$ cat config.mk
export PLATFORM = sky130hd
export DESIGN_NAME = instruction_fetch_unit
export DESIGN_NICKNAME = d
export VERILOG_FILES = /design/src/rtl/instruction_fetch_unit.sv
export SDC_FILE = /design/constraint.sdc
export NUM_CORES = 1
export LEC_CHECK = 0
export BUFFER_PORTS_ARGS = -buffer_cell sky130_fd_sc_hd__buf_2
export CAP_MARGIN = 10
export CORE_MARGIN = 5
export CORE_UTILIZATION = 35
export CTS_CLUSTER_SIZE = 14
export DETAILED_ROUTE_END_ITERATION = 8
export GPL_TIMING_DRIVEN = 0
export HOLD_SLACK_MARGIN = 0.06
export SYNTH_ARGS = -nofsm -noshare
export SYNTH_HDL_FRONTEND = slang
export SYNTH_SLANG_ARGS = --single-unit
$ cat constraint.sdc
create_clock -name CLK -period 5.45 [get_ports CLK]
set_input_delay 0.8175 -clock CLK [delete_from_list [all_inputs] [get_ports CLK]]
set_output_delay 0.8175 -clock CLK [all_outputs]
set_load 0.01 [all_outputs]
$ cat src/rtl/instruction_fetch_unit.sv
// Instruction fetch unit: PC register, instruction-memory read handshake,
// IF/ID pipeline register, hazard stall and EX-resolved redirect handling.
// Optional performance counters are compiled in with IF_PERF_CNT_EN.
//
// state | meaning
// ------+-----------------------------------------------------------------
// IDLE  | out of reset, no request yet; next cycle starts fetching
// REQ   | fetch request asserted at PC, waiting for/consuming the accept
// HELD  | accepted word parked in the buffer while decode is stalled
module instruction_fetch_unit #(
  parameter logic [31:0] RESET_VECTOR = 32'h0000_0000,
  parameter logic [31:0] NOP_INSTR    = 32'h0000_0013
) (
  input  logic        CLK,
  input  logic        RESET,
  input  logic        PC_STALL,
  input  logic        BRANCH_TAKEN,
  input  logic [31:0] BRANCH_TARGET,
  output logic        INSTR_MEM_READ,
  output logic [31:0] INSTR_MEM_ADDRESS,
  input  logic [31:0] INSTR_MEM_READDATA,
  input  logic        INSTR_MEM_BUSYWAIT,
`ifdef IF_PERF_CNT_EN
  output logic [31:0] FETCH_COUNT,
  output logic [31:0] FETCH_WAIT_COUNT,
`endif
  output logic [31:0] PR_INSTRUCTION,
  output logic [31:0] PR_PC,
  output logic        PR_VALID
);

  typedef enum logic [1:0] {
    ST_IDLE = 2'd0,
    ST_REQ  = 2'd1,
    ST_HELD = 2'd2
  } state_t;

  state_t      state_q, state_d;
  logic [31:0] pc_q, pc_d;
  logic        pend_q, pend_d;
  logic [31:0] pend_tgt_q, pend_tgt_d;
  logic [31:0] buf_instr_q, buf_instr_d;
  logic [31:0] buf_pc_q, buf_pc_d;
  logic [31:0] pr_instr_q, pr_instr_d;
  logic [31:0] pr_pc_q, pr_pc_d;
  logic        pr_valid_q, pr_valid_d;

  logic        mem_read;
  logic        accept;
  logic [31:0] br_tgt;
  logic [31:0] pc_inc;

  // Handshake signals and redirect address (low two bits forced to zero)
  always_comb begin
    mem_read = (state_q == ST_REQ);
    accept   = mem_read & ~INSTR_MEM_BUSYWAIT;
    br_tgt   = BRANCH_TARGET & ~32'h0000_0003;
    pc_inc   = pc_q + 32'd4;
  end

  assign INSTR_MEM_READ    = mem_read;
  assign INSTR_MEM_ADDRESS = pc_q;
  assign PR_INSTRUCTION    = pr_instr_q;
  assign PR_PC             = pr_pc_q;
  assign PR_VALID          = pr_valid_q;

  // Next-state, PC, pending-redirect, buffer and IF/ID update
  always_comb begin
    state_d     = state_q;
    pc_d        = pc_q;
    pend_d      = pend_q;
    pend_tgt_d  = pend_tgt_q;
    buf_instr_d = buf_instr_q;
    buf_pc_d    = buf_pc_q;
    pr_instr_d  = pr_instr_q;
    pr_pc_d     = pr_pc_q;
    pr_valid_d  = pr_valid_q;

    unique case (state_q)
      ST_IDLE: begin
        state_d = ST_REQ;
        if (BRANCH_TAKEN) pc_d = br_tgt;
      end

      ST_REQ: begin
        if (accept && BRANCH_TAKEN) begin
          pc_d       = br_tgt;
          pend_d     = 1'b0;
          pr_instr_d = NOP_INSTR;
          pr_pc_d    = 32'd0;
          pr_valid_d = 1'b0;
        end else if (accept && pend_q) begin
          // word fetched from the stale path; jump to the remembered target
          pc_d       = pend_tgt_q;
          pend_d     = 1'b0;
          pr_instr_d = NOP_INSTR;
          pr_pc_d    = 32'd0;
          pr_valid_d = 1'b0;
        end else if (!accept && BRANCH_TAKEN) begin
          // memory still busy on the old address; finish it, then redirect
          pend_d     = 1'b1;
          pend_tgt_d = br_tgt;
          pr_instr_d = NOP_INSTR;
          pr_pc_d    = 32'd0;
          pr_valid_d = 1'b0;
        end else if (accept && PC_STALL) begin
          buf_instr_d = INSTR_MEM_READDATA;
          buf_pc_d    = pc_q;
          pc_d        = pc_inc;
          state_d     = ST_HELD;
        end else if (accept) begin
          pr_instr_d = INSTR_MEM_READDATA;
          pr_pc_d    = pc_q;
          pr_valid_d = 1'b1;
          pc_d       = pc_inc;
        end else if (!PC_STALL) begin
          pr_instr_d = NOP_INSTR;
          pr_pc_d    = 32'd0;
          pr_valid_d = 1'b0;
        end
      end

      ST_HELD: begin
        if (BRANCH_TAKEN) begin
          pc_d       = br_tgt;
          pend_d     = 1'b0;
          pr_instr_d = NOP_INSTR;
          pr_pc_d    = 32'd0;
          pr_valid_d = 1'b0;
          state_d    = ST_REQ;
        end else if (!PC_STALL) begin
          pr_instr_d = buf_instr_q;
          pr_pc_d    = buf_pc_q;
          pr_valid_d = 1'b1;
          state_d    = ST_REQ;
        end
      end

      default: state_d = ST_IDLE;
    endcase
  end

  // State and pipeline registers with synchronous reset
  always_ff @(posedge CLK) begin
    if (RESET) begin
      state_q     <= ST_IDLE;
      pc_q        <= RESET_VECTOR;
      pend_q      <= 1'b0;
      pend_tgt_q  <= 32'd0;
      buf_instr_q <= 32'd0;
      buf_pc_q    <= 32'd0;
      pr_instr_q  <= NOP_INSTR;
      pr_pc_q     <= 32'd0;
      pr_valid_q  <= 1'b0;
    end else begin
      state_q     <= state_d;
      pc_q        <= pc_d;
      pend_q      <= pend_d;
      pend_tgt_q  <= pend_tgt_d;
      buf_instr_q <= buf_instr_d;
      buf_pc_q    <= buf_pc_d;
      pr_instr_q  <= pr_instr_d;
      pr_pc_q     <= pr_pc_d;
      pr_valid_q  <= pr_valid_d;
    end
  end

`ifdef IF_PERF_CNT_EN
  logic [31:0] fetch_cnt_q, fetch_cnt_d;
  logic [31:0] wait_cnt_q, wait_cnt_d;
  logic        fetch_inc;

  // A fetch is counted when a real instruction lands in IF/ID
  always_comb begin
    fetch_inc = ((state_q == ST_REQ) && accept && !BRANCH_TAKEN && !pend_q && !PC_STALL) ||
                ((state_q == ST_HELD) && !BRANCH_TAKEN && !PC_STALL);
    fetch_cnt_d = fetch_cnt_q + {31'd0, fetch_inc};
    wait_cnt_d  = wait_cnt_q + {31'd0, (mem_read & INSTR_MEM_BUSYWAIT)};
  end

  // Performance counters, free-running and wrapping
  always_ff @(posedge CLK) begin
    if (RESET) begin
      fetch_cnt_q <= 32'd0;
      wait_cnt_q  <= 32'd0;
    end else begin
      fetch_cnt_q <= fetch_cnt_d;
      wait_cnt_q  <= wait_cnt_d;
    end
  end

  assign FETCH_COUNT      = fetch_cnt_q;
  assign FETCH_WAIT_COUNT = wait_cnt_q;
`endif

endmodule

==> run_results.csv, run 1 <==
group,metric,value,unit
route,dr.max_layer_used,"met4",
logic_synthesis,syn_area_per_cell,7.984,um^2
setup_path,end_kind,"flip-flop",
route,route.met2.wl,13030,um
clock_tree,cts_tree,"built",
floorplanning,start_util,35.71,%
power,p_leak,0.003920,uW
logic_synthesis,ys_types,63,
global_route,grt_max_degree,19,
run_status,status,"finished, final reports clean",
layout,area_growth_syn_to_layout,20.97,%
logic_synthesis,syn_inst,1053,
layout,fillerInstances,2519,
layout,nets,1309,
setup_path,crit_buf_inv,2,
sta,relSlewSlack,41.97,%
clock_tree,ctsLongestPathBuffers,2,
power,combinationalPowerShare,42.5,%
setup_path,worstPathRequired,5.82,ns
clock_tree,post_cts_buffers,0,
route,vias,8347,
logic_synthesis,synth.most_common_cell,"nand2_1",
logic_synthesis,netlist_top_cells_area,"dfxtp_1 (45%), nand2_1 (9.2%), a21oi_1 (6.8%)",
layout,utilization,43.20,%
sta,period_minus_slack,2.630,ns
global_route,grt-ovfl-total,0,
floorplanning,fp.dieH,165.0,um
route,dr_wl_met3,1945,um
logic_synthesis,yosysTopAreaCell,"dfxtp_1",
placed_design,post-dp-hpwl,20690,um
clock_tree,clk_latency,0.45,ns
clock_tree,clk_pin_slew,0.08,ns
route,drt-pass1-iter-count,5,
sta,hold_viol,0,
sta,finClkSkew,0.009871,ns
power,seqPwrFrac,36.3,%
setup_path,arrival,3.00,ns
power,power.switching,2442,uW
route,drt_wl_total,28020,um
floorplanning,die_x,165.0,um
logic_synthesis,syn_area,8407,um^2
power,p_int,3256,uW
hold_path,hold_class,"reg -> reg",
sta,worstMarginPinSlew,0.8704,ns
sta,finalSetupViolCount,0,
setup_path,path_max_fanout,10,
route,drc,0,
logic_synthesis,yosysWarningCount,0,
setup_path,cp_cell_sequence,"inv_1, ha_1, or2_1, a21oi_1, clkbuf_8, o22ai_1, a211o_1, a21oi_1",
floorplanning,core_area,23540,um^2
floorplanning,die_area,27220,um^2
logic_synthesis,yosys.area.top_type_share,45.01,%
global_route,grt_pass1_vias,7717,
placed_design,gp_congestion,0.9011,
logic_synthesis,synthTopCellsByCount,"nand2_1 (206), dfxtp_1 (189), a21oi_1 (115), nor2_1 (109), nor3_1 (69)",
sta,finalCritPeriodShare,48.26,%
sta,finalMaxSlewViolations,0,
run,drv_cap,0,
route,met1_length,12680,um
setup_path,path_delay_family,"compound AO/OA/AOI/OAI gates",
setup_path,slowest_stage,"a21oi_1",
sta,tns,0,ns
clock_tree,cts-root-buf,"clkbuf_16",
setup_path,start_kind,"flip-flop",
layout,drive_gt1_share,19.33,%
layout,antenna_cells,0,
clock_tree,cts.htree.levels,4,
route,wl_per_cell,17.89,um
clock_tree,cts_inserted_buffers,17,
setup_path,path_common_cell,"a21oi_1",
sta,setup_slack,2.820,ns
layout,fin_cells,1566,
route,vias_per_cell,5.330,
setup_path,critPathKind,"reg -> reg",
route,drt_iter0_drc,682,
power,power,5698,uW
route,antenna_left,0,
logic_synthesis,synth_seq_cells,189,
power,ir_drop,0.2194,mV
clock_tree,clock-sinks,189,
clock_tree,cts_resized,0,
floorplanning,rows,56,
placed_design,place_ws,2.508,ns
global_route,antenna_found_initial,0,
logic_synthesis,synth_edf_count,0,
logic_synthesis,async_flop_share,0,%
sta,rsz0062_at_grt,"no",
logic_synthesis,ys_seq_area_share,45.01,%
global_route,grt_pass1_wl,43160,um
power,pwr-share-clk,21.2,%
clock_tree,hold_buffers,0,
power,sw_frac_of_total,42.86,%
global_route,grt_util_all_layers,20.30,%
placed_design,dp.cells,1535,
logic_synthesis,synth_ff_type,"dfxtp_1",
sta,maxClockFrequency,0.3802,GHz
setup_path,slowest_delay,0.69,ns
floorplanning,pin_count,167,
power,powerDensity,560.3,nW/um^2
placed_design,port_buffers,162,
## per-stage QoR
stage	area [um^2]	hold WS, ns
final	10170	0.4556
after floorplan	8411	0.4311
after CTS	10170	0.4539
after global placement	9620	0.4403
after global routing	10170	0.4656
after detailed placement	9620	0.4433
## sequential cells by signal, indices dropped and copies added (netlist names), 2 cells and up
name,count
buf_pc_q,30
pend_tgt_q,30
state_q,2
buf_instr_q,32
PR_INSTRUCTION,32
INSTR_MEM_ADDRESS,30
PR_PC,31
## power by group through the flow
stage | Clock [uW] | Sequential [uW] | Combinational (uW)
6_report | 1210 | 2070 | 2420
3_3_place_gp | 0 | 2090 | 2410
3_5_place_dp | 0 | 2100 | 2420
5_1_grt | 1280 | 2120 | 2680
4_1_cts | 1230 | 2070 | 2430
2_1_floorplan | 0 | 2160 | 1420
## final cells by class
| class | count | area [um^2] | share of cell area (%) |
|---|---|---|---|
| flip-flops and latches | 189 | 3784 | 37.20 |
| clock buffers | 17 | 425.4 | 4.183 |
| clock inverters | 14 | 123.9 | 1.218 |
| multi-input cells | 756 | 4090 | 40.22 |
| repair buffers | 162 | 810.8 | 7.972 |
| plain buffers | 100 | 503.0 | 4.946 |
| inverters | 9 | 33.78 | 0.3322 |
| well taps | 319 | 399.1 | 3.925 |
## cell families (layout without fill, tap and decap cells)
logic type	count (synthesis)	in the layout	synth area share, %
DFF	189	189	45.01
buffers and inverters	109	302	6.385
other	1	2	0.04461
adders and majority gates	5	5	0.7442
and+or+nand+nor	467	467	24.91
xor gates and xnor gates	19	19	1.979
AOI/OAI and AO/OA	262	262	20.81
muxes	1	1	0.1191
## routing by layer
metal,vias to the layer above,global-route usage [%]
met3,27,3.070
li1,4086,-
met1,3939,28.33
met5,-,0
met4,0,5.709
met2,295,32.65
## worst min-delay path, delay by kind of cell (launching register included)
family	cells	cell delay (ns)
simple gates	1	0.05
flops	1	0.31
compound gates	1	0.05
## cells in the final DEF, fill, tap and decap left out, types with 3 or more instances in the layout
master / instances
nor4b_1: 3
o211ai_1: 7
xor2_1: 10
nor3_1: 69
or3_1: 3
nand3b_1: 6
buf_6: 3
dfxtp_1: 189
nand4_1: 9
xnor2_1: 9
buf_2: 183
a21o_1: 7
nor3_2: 3
o221ai_1: 3
a211o_1: 7
o21ai_0: 15
clkbuf_16: 17
inv_1: 9
buf_1: 4
buf_4: 5
o22ai_1: 6
nand3_1: 26
nor2b_1: 5
and3_1: 8
inv_6: 6
inv_8: 3
a21oi_1: 115
nor4_1: 3
ha_1: 5
clkbuf_8: 6
clkbuf_1: 61
nand2_1: 206
a221oi_1: 62
nor2_1: 109
a211oi_1: 19
## worst paths after layout
kind | start | to | slack [ns] | cells after the start
max | state_q[0]$_SDFFE_PP0P_ | INSTR_MEM_ADDRESS[30]$_SDFFE_PP0P_ | 2.82 | 8
min | pend_tgt_q[11]$_SDFFE_PP0P_ | pend_tgt_q[11]$_SDFFE_PP0P_ | 0.46 | 2
max reg2reg | state_q[0]$_SDFFE_PP0P_ | INSTR_MEM_ADDRESS[30]$_SDFFE_PP0P_ | 2.82 | 8
min reg2reg | pend_tgt_q[11]$_SDFFE_PP0P_ | pend_tgt_q[11]$_SDFFE_PP0P_ | 0.46 | 2
No activity file was read; power rests on OpenSTA's default activity.
==> run 2: changes to the inputs <==
- clock period: 5.45 -> 2.7 ns (I/O delays scaled with it)
==> run 2 against run 1 <==
  * Via count increased by 0.75%
  * Non-clock buffer count stayed put
  * Sequential cell count stayed put
  * Fmax rose by 2.3%
  * First-iteration DRC count decreased by 4.8%
  * Die area unchanged
  * Clock skew about the same
  * Core utilization barely moved
  * Clock power rose by 100%
  * Critical path depth did not move
  * Worst hold slack got worse by 0.25 ns
  * Final area hardly changed
  * Largest power group unchanged
  * Highest routed layer unchanged
==> run_results.csv, run 2 (synthesis gave the netlist of run 1 again) <==
group,metric,value,unit
run_status,status,"finished, final reports clean",
setup_path,crit_cells,8,
route,vias,8410,
setup_path,slowest_delay,0.57,ns
global_route,grt_util_all_layers,20.30,%
setup_path,arrival,2.88,ns
power,ir_drop,0.4406,mV
sta,period_minus_slack,2.571,ns
setup_path,rr_worst_depth,8,
clock_tree,hold_buffers,0,
clock_tree,clk_pin_slew,0.08,ns
setup_path,slowest_stage,"clkbuf_1",
layout,area_growth_syn_to_layout,21.04,%
setup_path,cp_cell_sequence,"inv_1, ha_1, buf_2, nand3b_1, clkbuf_1, a211oi_1, a211oi_1, nor3_1",
setup_path,critPathKind,"reg -> reg",
placed_design,placed_area,9620,um^2
clock_tree,clock-sinks,189,
layout,fillerInstances,2519,
layout,antenna_cells,0,
setup_path,crit_path_start,"state_q[1]$_SDFFE_PP0P_",
sta,tns,0,ns
setup_path,reg2reg_to,"INSTR_MEM_ADDRESS[6]$_SDFFE_PP0P_",
route,drt-pass1-iter-count,5,
sta,finClkSkew,0.009795,ns
global_route,grt-ovfl-total,0,
placed_design,gp_congestion,0.9011,
floorplanning,rows,56,
clock_tree,ctsLongestPathBuffers,2,
sta,rsz0062_at_grt,"no",
clock_tree,cts_tree,"built",
layout,nets,1309,
placed_design,dp.cells,1535,
power,pwr-share-clk,21.2,%
clock_tree,cts-root-buf,"clkbuf_16",
route,dr.max_layer_used,"met4",
power,combinationalPowerShare,42.5,%
floorplanning,die_x,165.0,um
power,p_leak,0.003926,uW
sta,worstMarginPinSlew,0.7459,ns
sta,finalSetupViolCount,0,
layout,fin_area,10180,um^2
placed_design,port_buffers,162,
setup_path,end_kind,"flip-flop",
route,met1_length,12730,um
sta,finalCritPeriodShare,95.23,%
layout,multi_input_area,4094,um^2
layout,drive_gt1_share,19.57,%
clock_tree,cts.htree.levels,4,
route,drt_iter0_drc,649,
route,drc,0,
layout,fin_cells,1566,
route,wl_per_cell,18.00,um
sta,maxClockFrequency,0.3889,GHz
setup_path,endpoint,"INSTR_MEM_ADDRESS[6]$_SDFFE_PP0P_",
route,drt_wl_total,28190,um
global_route,antenna_found_initial,0,
sta,relSlewSlack,49.94,%
placed_design,post-dp-hpwl,20690,um
hold_path,hold_class,"in -> reg",
power,p_int,6578,uW
setup_path,reg2reg_from,"state_q[1]$_SDFFE_PP0P_",
power,power.switching,4953,uW
sta,hold_viol,0,
floorplanning,die_area,27220,um^2
power,powerDensity,1133,nW/um^2
floorplanning,fp.dieH,165.0,um
clock_tree,post_cts_buffers,0,
sta,setup_slack,0.1287,ns
global_route,grt_pass1_wl,43160,um
setup_path,rrSetupSlack,0.13,ns
setup_path,path_delay_family,"buffers and inverters",
setup_path,start_kind,"flip-flop",
global_route,grt_max_degree,19,
setup_path,worstPathRequired,3.01,ns
route,antenna_left,0,
setup_path,path_max_fanout,10,
layout,ff_latch_area,3784,um^2
run,drv_cap,0,
power,seqPwrFrac,36.3,%
power,sw_frac_of_total,42.95,%
floorplanning,start_util,35.71,%
global_route,grt_pass1_vias,7717,
clock_tree,clk_latency,0.45,ns
layout,utilization,43.22,%
sta,finalMaxSlewViolations,0,
placed_design,place_ws,0.1654,ns
layout,mostFrequentLayoutCells,"nand2_1 (206), dfxtp_1 (189), buf_2 (183)",
floorplanning,pin_count,167,
route,route.met2.wl,13070,um
layout,layout_commonest_cell,"nand2_1",
floorplanning,core_area,23540,um^2
route,dr_wl_met3,2030,um
clock_tree,cts_inserted_buffers,17,
setup_path,crit_buf_inv,3,
setup_path,path_common_cell,"a211oi_1",
route,vias_per_cell,5.370,
-- run 2: area by class of cell --
| type | instances | share of cell area, % |
|---|---|---|
| multi-input combinational | 756 | 40.23 |
| clock inverter | 14 | 1.217 |
| clock buffer | 17 | 4.181 |
| sequential | 189 | 37.18 |
| timing repair buffer | 162 | 7.968 |
| tap | 319 | 3.922 |
| buffer | 100 | 4.967 |
| inverter | 9 | 0.3320 |
-- run 2: what timing repair did --
item                                    in CTS  in global routing
endpoints found under the setup margin       0                 11
gates resized for setup                      0                  5
endpoints found under the hold margin        0                  0
-- run 2: metal layers --
| metal | GRT usage [%] | vias to the layer above |
|---|---|---|
| met5 | 0 | - |
| met4 | 5.709 | 0 |
| met3 | 3.070 | 33 |
| met2 | 32.65 | 329 |
| met1 | 28.33 | 3956 |
| li1 | - | 4092 |
-- run 2: power groups by stage --
| stage | sequential (uW) | combinational [uW] | clock, uW |
|---|---|---|---|
| finish | 4180 | 4900 | 2450 |
| global route | 4280 | 5420 | 2580 |
| CTS | 4180 | 4900 | 2480 |
| detailed placement | 4240 | 4880 | 0 |
| global placement | 4230 | 4860 | 0 |
| floorplan | 4360 | 2860 | 0 |
-- run 2: how the worst min path moves through the flow --
stage / startpoint / end / slack (ns) / depth (start not counted)
final: INSTR_MEM_READDATA[5] / buf_instr_q[5]$_SDFFE_PP0P_ / 0.20 / 3
after detailed placement: pend_tgt_q[11]$_SDFFE_PP0P_ / pend_tgt_q[11]$_SDFFE_PP0P_ / 0.44 / 2
after CTS: INSTR_MEM_READDATA[8] / buf_instr_q[8]$_SDFFE_PP0P_ / 0.20 / 3
after floorplan: pend_tgt_q[28]$_SDFFE_PP0P_ / pend_tgt_q[28]$_SDFFE_PP0P_ / 0.43 / 2
after global placement: pend_tgt_q[22]$_SDFFE_PP0P_ / pend_tgt_q[22]$_SDFFE_PP0P_ / 0.44 / 2
after global routing: INSTR_MEM_READDATA[15] / buf_instr_q[15]$_SDFFE_PP0P_ / 0.21 / 3
-- run 2: per-stage QoR --
stage          hold WS (ns)  total power (uW)
6_report             0.2041             11530
5_1_grt              0.2119             12290
4_1_cts              0.1956             11550
3_5_place_dp         0.4433              9119
3_3_place_gp         0.4403              9085
2_1_floorplan        0.4311              7217
-- run 2: tightest hold or removal path, cell delays in order --
cell and delay [ns]:
buf_2 0.11, nand2_1 0.05, a21oi_1 0.05
